<file path="config.mk">
export PLATFORM = sky130hd
export DESIGN_NAME = data_write_buffer
export DESIGN_NICKNAME = d
export VERILOG_FILES = /design/src/rtl/wb_pkg.sv /design/src/rtl/wb_fifo.sv /design/src/rtl/data_write_buffer.sv
export SDC_FILE = /design/constraint.sdc
export NUM_CORES = 1
export LEC_CHECK = 0
export CORE_ASPECT_RATIO = 1.4
export CORE_MARGIN = 3
export CORE_UTILIZATION = 49
export DETAILED_ROUTE_END_ITERATION = 10
export PLACE_DENSITY = 0.76
export SKIP_LAST_GASP = 1
export SLEW_MARGIN = 25
export SYNTH_ARGS = -nofsm -noshare
export SYNTH_HDL_FRONTEND = slang
export SYNTH_SLANG_ARGS = --single-unit
</file>
<file path="constraint.sdc">
create_clock -name clk -period 8.34 [get_ports clk]
set_input_delay 1.668 -clock clk [delete_from_list [all_inputs] [get_ports clk]]
set_output_delay 1.668 -clock clk [all_outputs]
set_load 0.005 [all_outputs]
</file>
<file path="src/rtl/wb_pkg.sv">
// Shared types and field layout for the posted-write buffer.
// A FIFO entry packs {addr, size, wdata} into ENTRY_W bits.
package wb_pkg;

  typedef enum logic [1:0] {
    IDLE    = 2'd0,
    W_ISSUE = 2'd1,
    W_WAIT  = 2'd2,
    R_WAIT  = 2'd3
  } wb_state_e;

  localparam logic [1:0] SIZE_BYTE = 2'd0;
  localparam logic [1:0] SIZE_HALF = 2'd1;
  localparam logic [1:0] SIZE_WORD = 2'd2;

  localparam int ENTRY_W   = 66;
  localparam int WDATA_LSB = 0;
  localparam int SIZE_LSB  = 32;
  localparam int ADDR_LSB  = 34;

endpackage

</file>
<file path="src/rtl/wb_fifo.sv">
// Register FIFO for buffered writes: synchronous write, combinational head read.
// Push is ignored when full and pop when empty, so callers may assert them freely.
module wb_fifo #(
  parameter int  DEPTH = 4,
  parameter int  WIDTH = 66,
  localparam int PTR_W = $clog2(DEPTH)
) (
  input  logic             clk,
  input  logic             rst,
  input  logic             push,
  input  logic             pop,
  input  logic [WIDTH-1:0] wdata,
  output logic             full,
  output logic             empty,
  output logic [WIDTH-1:0] head,
  output logic [PTR_W:0]   count
);

  logic [WIDTH-1:0] mem_q [DEPTH];
  logic [PTR_W-1:0] wr_ptr_q, wr_ptr_d;
  logic [PTR_W-1:0] rd_ptr_q, rd_ptr_d;
  logic [PTR_W:0]   count_q, count_d;
  logic             do_push, do_pop;

  assign full    = (count_q == (PTR_W+1)'(DEPTH));
  assign empty   = (count_q == '0);
  assign do_push = push & ~full;
  assign do_pop  = pop & ~empty;
  assign head    = mem_q[rd_ptr_q];
  assign count   = count_q;

  // Pointers wrap naturally because DEPTH is a power of two.
  always_comb begin
    wr_ptr_d = wr_ptr_q;
    rd_ptr_d = rd_ptr_q;
    count_d  = count_q;
    if (do_push) wr_ptr_d = wr_ptr_q + PTR_W'(1);
    if (do_pop)  rd_ptr_d = rd_ptr_q + PTR_W'(1);
    case ({do_push, do_pop})
      2'b10:   count_d = count_q + (PTR_W+1)'(1);
      2'b01:   count_d = count_q - (PTR_W+1)'(1);
      default: count_d = count_q;
    endcase
  end

  always_ff @(posedge clk) begin
    if (rst) begin
      wr_ptr_q <= '0;
      rd_ptr_q <= '0;
      count_q  <= '0;
    end else begin
      wr_ptr_q <= wr_ptr_d;
      rd_ptr_q <= rd_ptr_d;
      count_q  <= count_d;
    end
  end

  always_ff @(posedge clk) begin
    if (do_push) mem_q[wr_ptr_q] <= wdata;
  end

endmodule

</file>
<file path="src/rtl/data_write_buffer.sv">
// Posted-write buffer: acks stores one cycle after acceptance and drains them
// in order downstream; reads pass through only once every store has landed.
//
// state   | meaning
// --------+--------------------------------------------------
// IDLE    | downstream not busy
// W_ISSUE | requesting downstream with the FIFO head
// W_WAIT  | head accepted, waiting for its dn_data_ok
// R_WAIT  | read forwarded, waiting for its dn_data_ok
module data_write_buffer
  import wb_pkg::*;
#(
  parameter int DEPTH = 4
) (
  input  logic        clk,
  input  logic        rst,
  input  logic        up_req,
  input  logic        up_wr,
  input  logic [1:0]  up_size,
  input  logic [31:0] up_addr,
  input  logic [31:0] up_wdata,
  output logic [31:0] up_rdata,
  output logic        up_addr_ok,
  output logic        up_data_ok,
  output logic        dn_req,
  output logic        dn_wr,
  output logic [1:0]  dn_size,
  output logic [31:0] dn_addr,
  output logic [31:0] dn_wdata,
  input  logic [31:0] dn_rdata,
  input  logic        dn_addr_ok,
  input  logic        dn_data_ok,
  output logic        buf_empty
);

  localparam int PTR_W = $clog2(DEPTH);

  wb_state_e          state_q, state_d;
  logic               wr_ack_q, wr_ack_d;
  logic               fifo_push, fifo_pop, fifo_full, fifo_empty;
  logic [ENTRY_W-1:0] fifo_head, fifo_wentry;
  logic [PTR_W:0]     fifo_count;
  logic               live, wr_hs, rd_fwd, rd_hs;

  wb_fifo #(
    .DEPTH (DEPTH),
    .WIDTH (ENTRY_W)
  ) u_fifo (
    .clk   (clk),
    .rst   (rst),
    .push  (fifo_push),
    .pop   (fifo_pop),
    .wdata (fifo_wentry),
    .full  (fifo_full),
    .empty (fifo_empty),
    .head  (fifo_head),
    .count (fifo_count)
  );

  // Nothing is accepted or issued while reset is being applied.
  assign live = ~rst;

  assign wr_hs  = live & up_req & up_wr & ~fifo_full & (state_q != R_WAIT);
  assign rd_fwd = live & up_req & ~up_wr & (state_q == IDLE) & fifo_empty & ~wr_ack_q;
  assign rd_hs  = rd_fwd & dn_addr_ok;

  assign fifo_push   = wr_hs;
  assign fifo_wentry = {up_addr, up_size, up_wdata};
  assign wr_ack_d    = wr_hs;

  assign up_addr_ok = wr_hs | rd_hs;
  assign up_data_ok = live & (wr_ack_q | ((state_q == R_WAIT) & dn_data_ok));
  assign up_rdata   = (live & (state_q == R_WAIT) & dn_data_ok) ? dn_rdata : 32'h0;
  assign buf_empty  = rst | (fifo_empty & (state_q == IDLE) & ~wr_ack_q);

  // Draining wins over a waiting read: reads only forward once the FIFO is empty.
  always_comb begin
    state_d  = state_q;
    fifo_pop = 1'b0;
    case (state_q)
      IDLE: begin
        if (!fifo_empty)  state_d = W_ISSUE;
        else if (rd_hs)   state_d = R_WAIT;
      end
      W_ISSUE: begin
        if (dn_addr_ok)   state_d = W_WAIT;
      end
      W_WAIT: begin
        if (dn_data_ok) begin
          fifo_pop = 1'b1;
          state_d  = (fifo_count > (PTR_W+1)'(1)) ? W_ISSUE : IDLE;
        end
      end
      R_WAIT: begin
        if (dn_data_ok)   state_d = IDLE;
      end
      default:            state_d = IDLE;
    endcase
  end

  always_comb begin
    dn_req   = 1'b0;
    dn_wr    = 1'b0;
    dn_size  = 2'b00;
    dn_addr  = 32'h0;
    dn_wdata = 32'h0;
    if (live && state_q == W_ISSUE) begin
      dn_req   = 1'b1;
      dn_wr    = 1'b1;
      dn_size  = fifo_head[SIZE_LSB +: 2];
      dn_addr  = fifo_head[ADDR_LSB +: 32];
      dn_wdata = fifo_head[WDATA_LSB +: 32];
    end else if (rd_fwd) begin
      dn_req   = 1'b1;
      dn_size  = up_size;
      dn_addr  = up_addr;
    end
  end

  always_ff @(posedge clk) begin
    if (rst) begin
      state_q  <= IDLE;
      wr_ack_q <= 1'b0;
    end else begin
      state_q  <= state_d;
      wr_ack_q <= wr_ack_d;
    end
  end

endmodule

</file>
==> results of run 1 <==
## worst max-delay path, delay by kind of cell
kind / cells / cell delay (ps)
and+or+nand+nor: 2 / 1240
buffers and inverters: 2 / 1230
AOI/OAI and AO/OA: 1 / 270
## stage by stage
step,cell area [µm²],std cells
after global routing,14200,1063
after global placement,13300,1015
after CTS,14100,1060
after detailed placement,13300,1015
final,14200,1063
after floorplan,11000,542
## worst min-delay path by stage
stage                     slack (ps)  cells past startpoint        to
after CTS                        520                      2  register
after detailed placement         510                      2  register
after global placement           500                      2  register
final                            520                      2  register
after global routing             540                      2  register
after floorplan                  490                      2  register
## Yosys cell counts (all sizes together)
cell / number
inv: 8
clkbuf: 17
and4: 1
or4b: 1
dfxtp: 12
a211oi: 1
nand3b: 1
a311o: 1
nor2b: 3
o21bai: 1
a22o: 34
mux2i: 2
buf: 17
mux4: 66
a21o: 2
nor2: 8
or2: 1
o21ai: 4
and3: 33
edfxtp: 264
nor4b: 2
nand2: 5
xnor2: 3
a21oi: 2
or3: 1
nor3: 1
xor2: 2
o2bb2ai: 1
ha: 9
a21boi: 1
and2: 37
nor3b: 1
## area by class of cell
class,count,area share (%)
clock buffers,31,4.57
clock inverters,14,0.786
inverters,8,0.212
multi-input cells,224,18.8
flip-flops and latches,276,57.7
well taps,297,2.62
repair buffers,213,15.3
## per-layer routing
layer	vias up	track usage (%)	share of wire (%)
met1	2965	23.6	39
met2	259	33.7	52
li1	2630	-	-
met3	39	4.22	7.6
met5	-	0	0.057
met4	2	4.45	1.6
## logic make-up after synthesis
| family | Yosys count |
|---|---|
| buf+inv | 42 |
| fa+ha+maj | 9 |
| mux | 68 |
| compound gates | 47 |
| xor+xnor | 5 |
| flops | 276 |
| simple gates | 95 |
## where the power goes
part           switching (W)  internal [W]
Combinational       0.000189      0.000239
Sequential         0.0000173       0.00155
Clock               0.000453      0.000610
Total               0.000660       0.00239
## state kept, by name, summed over array words and instances, names as in the netlist, named ones only
signal,count
state_q,2
wr_ack_q,1
u_fifo.count,3
u_fifo.mem_q,264
u_fifo.wr_ptr_q,2
u_fifo.rd_ptr_q,2
==> results.ini, run 1 <==
[status]
outcome = completed

[hold_path]
min_path_type = register to register
hp-start = u_fifo.rd_ptr_q[1]$_SDFFE_PP0N_

[timing]
finalWorstSetupSlack_ps = 2220
slew_headroom_pct = 31.6
timing.fmax_mhz = 163
skew_ps = 11.1
drv_slew = 0
holdWs_ps = 520
hold_violations = 0
min_period_ps = 6120
worst_pin_slew_ps = 1030
setup-violations-final = 0
setup_tns_ps = 0
rsz0062_at_grt = false
post-route-period-util_pct = 73.3

[clock_network]
cts_tree = done
path_clk_slew_ps = 60
cts_num_sinks = 276
numCtsBuffers = 25
cts_root_buf = clkbuf_16
clk_latency_ps = 510
cts_setup_buffers = 0
cts_resized = 0
htree_num_levels = 1
cts_buffer_depth = 3
holdBufCountCts = 0

[synth]
synth_top_family_by_area = multiplexers
synth_warnings = 0
syn_area_mm2 = 0.0110
synth-compound-area-share_pct = 3.49
ys_seq_elements = 276
synth_top_area_share_pct = 71.8
synth_mux_area_share_pct = 13.6
yosysUniqueCellTypes = 41
synth-xor-area-share_pct = 0.396
synthAdderAreaFrac_pct = 1.02
synth_nets = 655
syn-instance-count = 542
seq_area_frac_synth_pct = 73.9
netlist_top_cells_area = edfxtp_1 72%, mux4_2 13%, a22o_1 2.7%
yosys.area_share.simple_pct = 5.39
yosysTopAreaCell = edfxtp_1
syn_avg_cell_area_um2 = 20.4

[worst_setup_path]
reg2reg_from = u_fifo.count[0]$_SDFFE_PP0P_
regToRegSetupSlack_ps = 5790
reg2reg_depth = 5
cpPeakStageDelay_ps = 820
crit_arrival_ps = 4450
critPathKind = primary input to output port
reg2reg_to = u_fifo.mem_q[1][43]$_DFFE_PP_
cp-start-kind = primary input
critPathMostFrequentCell = clkdlybuf4s50_1
cp.required_ps = 6670
critPathLaunch = rst
endpoint_kind = output port
crit_slowest_cell = nor2b_4
cp_max_fo = 36
crit_chain = clkdlybuf4s50_1 > nor4b_4 > nor2b_4 > a22o_1 > clkdlybuf4s50_1
endpoint = dn_addr[30]

[finish]
multi_input_comb_area_mm2 = 0.00266
final_nets = 861
utilization_pct = 64.3
final_cell_mix = 264 x edfxtp_1, 206 x clkdlybuf4s50_1, 66 x mux4_2, 34 x a22o_1, 33 x and3_1
layout_commonest_cell = edfxtp_1
drive_gt1_share_pct = 15.1
area_delta_synth_final_pct = 28.3
insertedDiodeCount = 0
regArea_mm2 = 0.00818
nFillCells = 1504

[routing]
wire_per_inst_um = 21.6
firstDrtPassIters = 4
avgViaCountPerCell = 5.55
drc_errors = 0
vias = 5895
drt-initial-drc-count = 311
wl_um = 22900
final_antenna_net_count = 0

[global_route]
antenna_found_initial = 1
grt-ovfl-total = 0
grt_max_degree = 67
grt_usage_pct = 18.9
grt_pass1_vias = 6415
grt_pass1_wl_um = 36000

[floorplanning]
fp.coreArea_mm2 = 0.0220
initial_core_util_pct = 50.2
die_h_um = 184
die_w_um = 133
ios = 207
rows = 64
die-area_mm2 = 0.0244

[flow_run]
maxCapViolations = 0

[power]
p_per_area_mw_per_mm2 = 216
power_w = 0.00305
leakage_nw = 4.61
vdd_drop_max_v = 0.000203

[placed_design]
gp_congestion = 0.753
pre_cts_slack_ps = 2270
numPortBuffers = 206
dp_hpwl_um = 13600

Power figures use the tool's default switching activity.
==> inputs of run 2 (changes only) <==
==> constraint.sdc (replaced) <==
create_clock -name clk -period 6.2 [get_ports clk]
set_input_delay 1.24 -clock clk [delete_from_list [all_inputs] [get_ports clk]]
set_output_delay 1.24 -clock clk [all_outputs]
set_load 0.005 [all_outputs]
==> run 2 against run 1 <==
  * Worst setup slack lost 1300 ps
  * Sequential cell count stayed put
  * Sequential share of layout area down 0.82 points
  * Design area is 1.4% higher
  * Combinational power up 35%
  * Via count grew 2.3%
  * Register-to-register slack got worse by 2000 ps
  * Core utilization grew 0.93 points
  * Largest power group unchanged
  * Wire length grew 1.8%
  * Critical endpoint is now dn_addr[8]
  * Hold slack got worse by 11 ps
==> results.ini, run 2 (synthesis gave the netlist of run 1 again) <==
[power]
vdd_drop_max_v = 0.000249  ; was 0.000203 V
p_per_area_mw_per_mm2 = 304  ; was 216 mW/mm²
power_w = 0.00437  ; was 0.00305 W
leakage_nw = 4.72  ; was 4.61 nW

[global_route]
grt_max_degree = 67  ; unchanged
antenna_found_initial = 1  ; unchanged
grt_pass1_wl_um = 36400  ; was 36000 µm
grt_usage_pct = 19.1  ; was 18.9%
grt_pass1_vias = 6494  ; was 6415
grt-ovfl-total = 0  ; unchanged

[clock_network]
cts_num_sinks = 276  ; unchanged
cts_setup_buffers = 0  ; unchanged
numCtsBuffers = 26  ; was 25
path_clk_slew_ps = 70  ; was 60 ps
holdBufCountCts = 0  ; unchanged
cts_root_buf = clkbuf_16  ; unchanged
cts_tree = done  ; unchanged
clk_latency_ps = 520  ; was 510 ps
cts_resized = 0  ; unchanged
cts_buffer_depth = 3  ; unchanged
htree_num_levels = 1  ; unchanged

[routing]
wire_per_inst_um = 21.9  ; was 21.6 µm
firstDrtPassIters = 4  ; unchanged
vias = 6028  ; was 5895
wl_um = 23400  ; was 22900 µm
drc_errors = 0  ; unchanged
avgViaCountPerCell = 5.64  ; was 5.55
drt-initial-drc-count = 351  ; was 311
final_antenna_net_count = 0  ; unchanged

[worst_setup_path]
crit_chain = clkdlybuf4s50_1 > nor4b_4 > nor2b_4 > a22o_1 > clkdlybuf4s50_1  ; unchanged
critPathMostFrequentCell = clkdlybuf4s50_1  ; unchanged
crit_arrival_ps = 3990  ; was 4450 ps
critPathKind = primary input to output port  ; unchanged
crit_buf_inv = 2  ; unchanged
regToRegSetupSlack_ps = 3760  ; was 5790 ps
cp_max_fo = 36  ; unchanged
cp-start-kind = primary input  ; unchanged
cp_top_family = buffers and inverters  ; was simple AND/OR/NAND/NOR gates
crit_slowest_cell = nor2b_4  ; unchanged
endpoint_kind = output port  ; unchanged
cp.required_ps = 4960  ; was 6670 ps
cpPeakStageDelay_ps = 820  ; about the same

[floorplanning]
die-area_mm2 = 0.0244  ; unchanged
initial_core_util_pct = 50.2  ; unchanged
ios = 207  ; unchanged
die_w_um = 133  ; unchanged
fp.coreArea_mm2 = 0.0220  ; unchanged
die_h_um = 184  ; unchanged
rows = 64  ; unchanged

[timing]
holdWs_ps = 510  ; was 520 ps
drv_slew = 0  ; unchanged
hold_violations = 0  ; unchanged
worst_pin_slew_ps = 1020  ; was 1030 ps
finalWorstSetupSlack_ps = 972  ; was 2220 ps
post-route-period-util_pct = 84.3
timing.fmax_mhz = 191
min_period_ps = 5230
slew_headroom_pct = 31.8  ; was 31.6%
rsz0062_at_grt = false  ; unchanged
skew_ps = 10.6  ; was 11.1 ps
setup-violations-final = 0  ; unchanged
setup_tns_ps = 0  ; unchanged

[finish]
largest_reg_flops = 264  ; unchanged
layout_commonest_cell = edfxtp_1  ; unchanged
multi_input_comb_area_mm2 = 0.00266  ; about the same
regArea_mm2 = 0.00818  ; unchanged
utilization_pct = 65.3  ; was 64.3%
insertedDiodeCount = 0  ; unchanged
final_cell_mix = 264 x edfxtp_1, 206 x clkdlybuf4s50_1, 66 x mux4_2, 34 x a22o_1  ; was 264 x edfxtp_1, 206 x clkdlybuf4s50_1, 66 x mux4_2, 34 x a22o_1, 33 x and3_1
final_nets = 864  ; was 861
drive_gt1_share_pct = 17.3  ; was 15.1%
largest-register = u_fifo.mem_q  ; unchanged
nFillCells = 1467  ; was 1504
area_delta_synth_final_pct = 30.1  ; was 28.3%

[placed_design]
dp_hpwl_um = 13800  ; was 13600 µm
numPortBuffers = 206  ; unchanged
gp_congestion = 0.774  ; was 0.753
pre_cts_slack_ps = 1010  ; was 2270 ps

[hold_path]
min_path_type = register to register  ; unchanged

[status]
outcome = completed  ; unchanged

[flow_run]
maxCapViolations = 0  ; unchanged

## run 2: layout make-up
class,count,area share (%)
repair buffers,215,15.2
clock inverters,13,1.04
inverters,8,0.209
well taps,297,2.59
multi-input cells,224,18.5
flip-flops and latches,276,56.9
clock buffers,35,5.56
## run 2: worst paths after layout
check | startpoint | endpoint | depth (start not counted)
worst max-delay path | rst | dn_addr[8] | 5
worst min-delay path | u_fifo.rd_ptr_q[1]$_SDFFE_PP0N_ | register | 2
worst max register to register | u_fifo.count[0]$_SDFFE_PP0P_ | u_fifo.mem_q[3][45]$_DFFE_PP_ | 6
worst min register to register | u_fifo.rd_ptr_q[1]$_SDFFE_PP0N_ | register | 2
## run 2: report_power, final
part / internal (W) / total, W / switching [W]
clock: 0.00103 / 0.00169 / 0.000657
combinational: 0.000322 / 0.000578 / 0.000256
sequential: 0.00208 / 0.00210 / 0.0000237
total: 0.00343 / 0.00437 / 0.000937
## run 2: routing by layer
metal / share of wire, % / vias up / GRT usage (%)
met5: 0.039 / - / 0
met4: 2.1 / 2 / 5.03
met3: 7.7 / 43 / 4.11
met2: 52 / 270 / 34.1
met1: 38 / 3077 / 23.7
li1: - / 2636 / -
## run 2: through the flow
| step | cell area [µm²] | std cells |
|---|---|---|
| after floorplan | 11000 | 542 |
| after CTS | 14300 | 1064 |
| final | 14400 | 1068 |
| after detailed placement | 13300 | 1016 |
| after global routing | 14400 | 1068 |
| after global placement | 13300 | 1016 |
## run 2: worst reg2reg max path, cell delays in order, from the launching register on
cell and delay, ps:
dfxtp_1 420, inv_1 90, ha_1 230, nand2_1 80, and4_1 400, and2_4 550, buf_12 310
==> inputs of run 3 (changes only) <==
==> constraint.sdc (replaced) <==
create_clock -name clk -period 5.06 [get_ports clk]
set_input_delay 1.012 -clock clk [delete_from_list [all_inputs] [get_ports clk]]
set_output_delay 1.012 -clock clk [all_outputs]
set_load 0.005 [all_outputs]
==> run 3 against run 2 <==
  * Clock skew rose by 5.5 ps
  * Clock power up 7%
  * Core utilization fell by 0.34 points
  * Critical path depth increased by 1
  * Highest routed layer unchanged
==> results.ini, run 3 (synthesis gave the netlist of run 1 again) <==
[worst_setup_path]
cp.required_ps = 4050  ; was 4960 ps
cp_max_fo = 36  ; unchanged
cp-start-kind = primary input  ; unchanged
regToRegSetupSlack_ps = 2510  ; was 3760 ps
endpoint_kind = output port  ; unchanged
reg2reg_to = u_fifo.mem_q[3][28]$_DFFE_PP_  ; was u_fifo.mem_q[3][45]$_DFFE_PP_
endpoint = dn_addr[28]  ; was dn_addr[8]
reg2reg_depth = 6  ; unchanged
critPathLaunch = rst  ; unchanged
critPathKind = primary input to output port  ; unchanged
crit_arrival_ps = 3130  ; was 3990 ps
reg2reg_from = u_fifo.count[0]$_SDFFE_PP0P_  ; unchanged

[floorplanning]
die-area_mm2 = 0.0244  ; unchanged
initial_core_util_pct = 50.2  ; unchanged
die_h_um = 184  ; unchanged
rows = 64  ; unchanged
die_w_um = 133  ; unchanged
ios = 207  ; unchanged
fp.coreArea_mm2 = 0.0220  ; unchanged

[timing]
slew_headroom_pct = 46.7  ; was 31.8%
drv_slew = 0  ; unchanged
post-route-period-util_pct = 81.8
timing.fmax_mhz = 242
setup-violations-final = 0  ; unchanged
finalWorstSetupSlack_ps = 923  ; was 972 ps
skew_ps = 16.1  ; was 10.6 ps
min_period_ps = 4140
hold_violations = 0  ; unchanged
setup_tns_ps = 0  ; unchanged
holdWs_ps = 530  ; was 510 ps
rsz0062_at_grt = false  ; unchanged
worst_pin_slew_ps = 800  ; was 1020 ps

[routing]
final_antenna_net_count = 0  ; unchanged
drc_errors = 0  ; unchanged
firstDrtPassIters = 5  ; was 4
wl_um = 23100  ; was 23400 µm
avgViaCountPerCell = 5.61  ; was 5.64
wire_per_inst_um = 21.5  ; was 21.9 µm
drt-initial-drc-count = 357  ; was 351
vias = 6023  ; was 6028

[finish]
nFillCells = 1515  ; was 1467
largest_reg_flops = 264  ; unchanged
drive_gt1_share_pct = 16.9  ; was 17.3%
layout.cells.non_filler = 1073  ; was 1068
area_delta_synth_final_pct = 29.5  ; was 30.1%
largest-register = u_fifo.mem_q  ; unchanged
layout_commonest_cell = edfxtp_1  ; unchanged
final_cell_mix = 264 x edfxtp_1, 206 x clkdlybuf4s50_1, 66 x mux4_2, 34 x a22o_1  ; unchanged
final_area_mm2 = 0.0143  ; was 0.0144 mm²
insertedDiodeCount = 0  ; unchanged
final_nets = 869  ; was 864

[status]
outcome = completed  ; unchanged

[clock_network]
cts_tree = done  ; unchanged
htree_num_levels = 1  ; unchanged
cts_num_sinks = 276  ; unchanged
path_clk_slew_ps = 60  ; was 70 ps
cts_setup_buffers = 0  ; unchanged
clk_latency_ps = 520  ; about the same
cts_buffer_depth = 3  ; unchanged
numCtsBuffers = 26  ; unchanged
cts_resized = 0  ; unchanged
holdBufCountCts = 0  ; unchanged
cts_root_buf = clkbuf_16  ; unchanged

[global_route]
antenna_found_initial = 1  ; unchanged
grt_pass1_vias = 6398  ; was 6494
grt_max_degree = 67  ; unchanged
grt-ovfl-total = 0  ; unchanged
grt_usage_pct = 18.8  ; was 19.1%
grt_pass1_wl_um = 36100  ; was 36400 µm

[power]
p_per_area_mw_per_mm2 = 356  ; was 304 mW/mm²
p_int_w = 0.00397  ; was 0.00343 W
vdd_drop_max_v = 0.000324  ; was 0.000249 V
combPwrFrac_pct = 13.9  ; was 13.2%
power.switching_w = 0.00113  ; was 0.000937 W
sequentialPowerShare_pct = 50.7  ; was 48.1%
p_sw_share_pct = 22.1  ; was 21.5%
p_clk_share_pct = 35.5  ; was 38.7%
leakage_nw = 4.70  ; was 4.72 nW

[placed_design]
gp_congestion = 0.783  ; was 0.774
dp_hpwl_um = 13800  ; about the same
pre_cts_slack_ps = 934  ; was 1010 ps
postPlaceCellArea_mm2 = 0.0134  ; was 0.0133 mm²
dp_cells = 1020  ; was 1016
numPortBuffers = 206  ; unchanged

[flow_run]
maxCapViolations = 0  ; unchanged

[hold_path]
min_path_type = register to register  ; unchanged

==> run 3: power groups by stage <==
stage | logic [W] | registers, W | clock network (W)
2_1_floorplan | 0.000331 | 0.00262 | 0
3_3_place_gp | 0.000688 | 0.00263 | 0
3_5_place_dp | 0.000705 | 0.00263 | 0
4_1_cts | 0.000711 | 0.00258 | 0.00186
5_1_grt | 0.000761 | 0.00258 | 0.00195
6_report | 0.000708 | 0.00258 | 0.00181
==> run 3: cell type report <==
class | instances | area [µm²] | area share [%]
Timing Repair Buffer | 220 | 2260 | 15.8
Clock inverter | 18 | 114 | 0.796
Inverter | 8 | 30.0 | 0.210
Sequential cell | 276 | 8180 | 57.2
Clock buffer | 30 | 687 | 4.80
Multi-Input combinational cell | 224 | 2660 | 18.6
Tap cell | 297 | 372 | 2.60
==> run 3: worst max-delay path, cell delays in order <==
cell	delay, ps
clkdlybuf4s50_1	470
nor4b_4	310
nor2b_4	180
buf_4	380
a22o_1	220
clkdlybuf4s50_1	510
==> run 3: layer usage <==
layer	share of wire [%]	track usage (%)	up-vias
met4	1.0	4.03	2
li1	-	-	2645
met5	0.056	0	-
met1	41	24.4	3093
met2	51	33.2	259
met3	6.8	4.00	24
==> run 3: worst min-delay path by stage <==
stage,from,endpoint,slack (ps),cells after the start
after floorplan,u_fifo.rd_ptr_q[1]$_SDFFE_PP0N_,register,490,2
after global placement,u_fifo.rd_ptr_q[1]$_SDFFE_PP0N_,register,510,2
after detailed placement,u_fifo.rd_ptr_q[0]$_SDFFE_PP0N_,register,520,2
after CTS,u_fifo.rd_ptr_q[1]$_SDFFE_PP0N_,register,530,2
after global routing,u_fifo.rd_ptr_q[0]$_SDFFE_PP0N_,register,560,2
final,u_fifo.rd_ptr_q[1]$_SDFFE_PP0N_,register,530,2
==> run 3: metrics by stage <==
step           power [W]  util [%]
4_1_cts          0.00515      64.3
3_5_place_dp     0.00334      60.7
5_1_grt          0.00529      64.9
3_3_place_gp     0.00331      60.7
2_1_floorplan    0.00295         -
6_report         0.00510      64.9
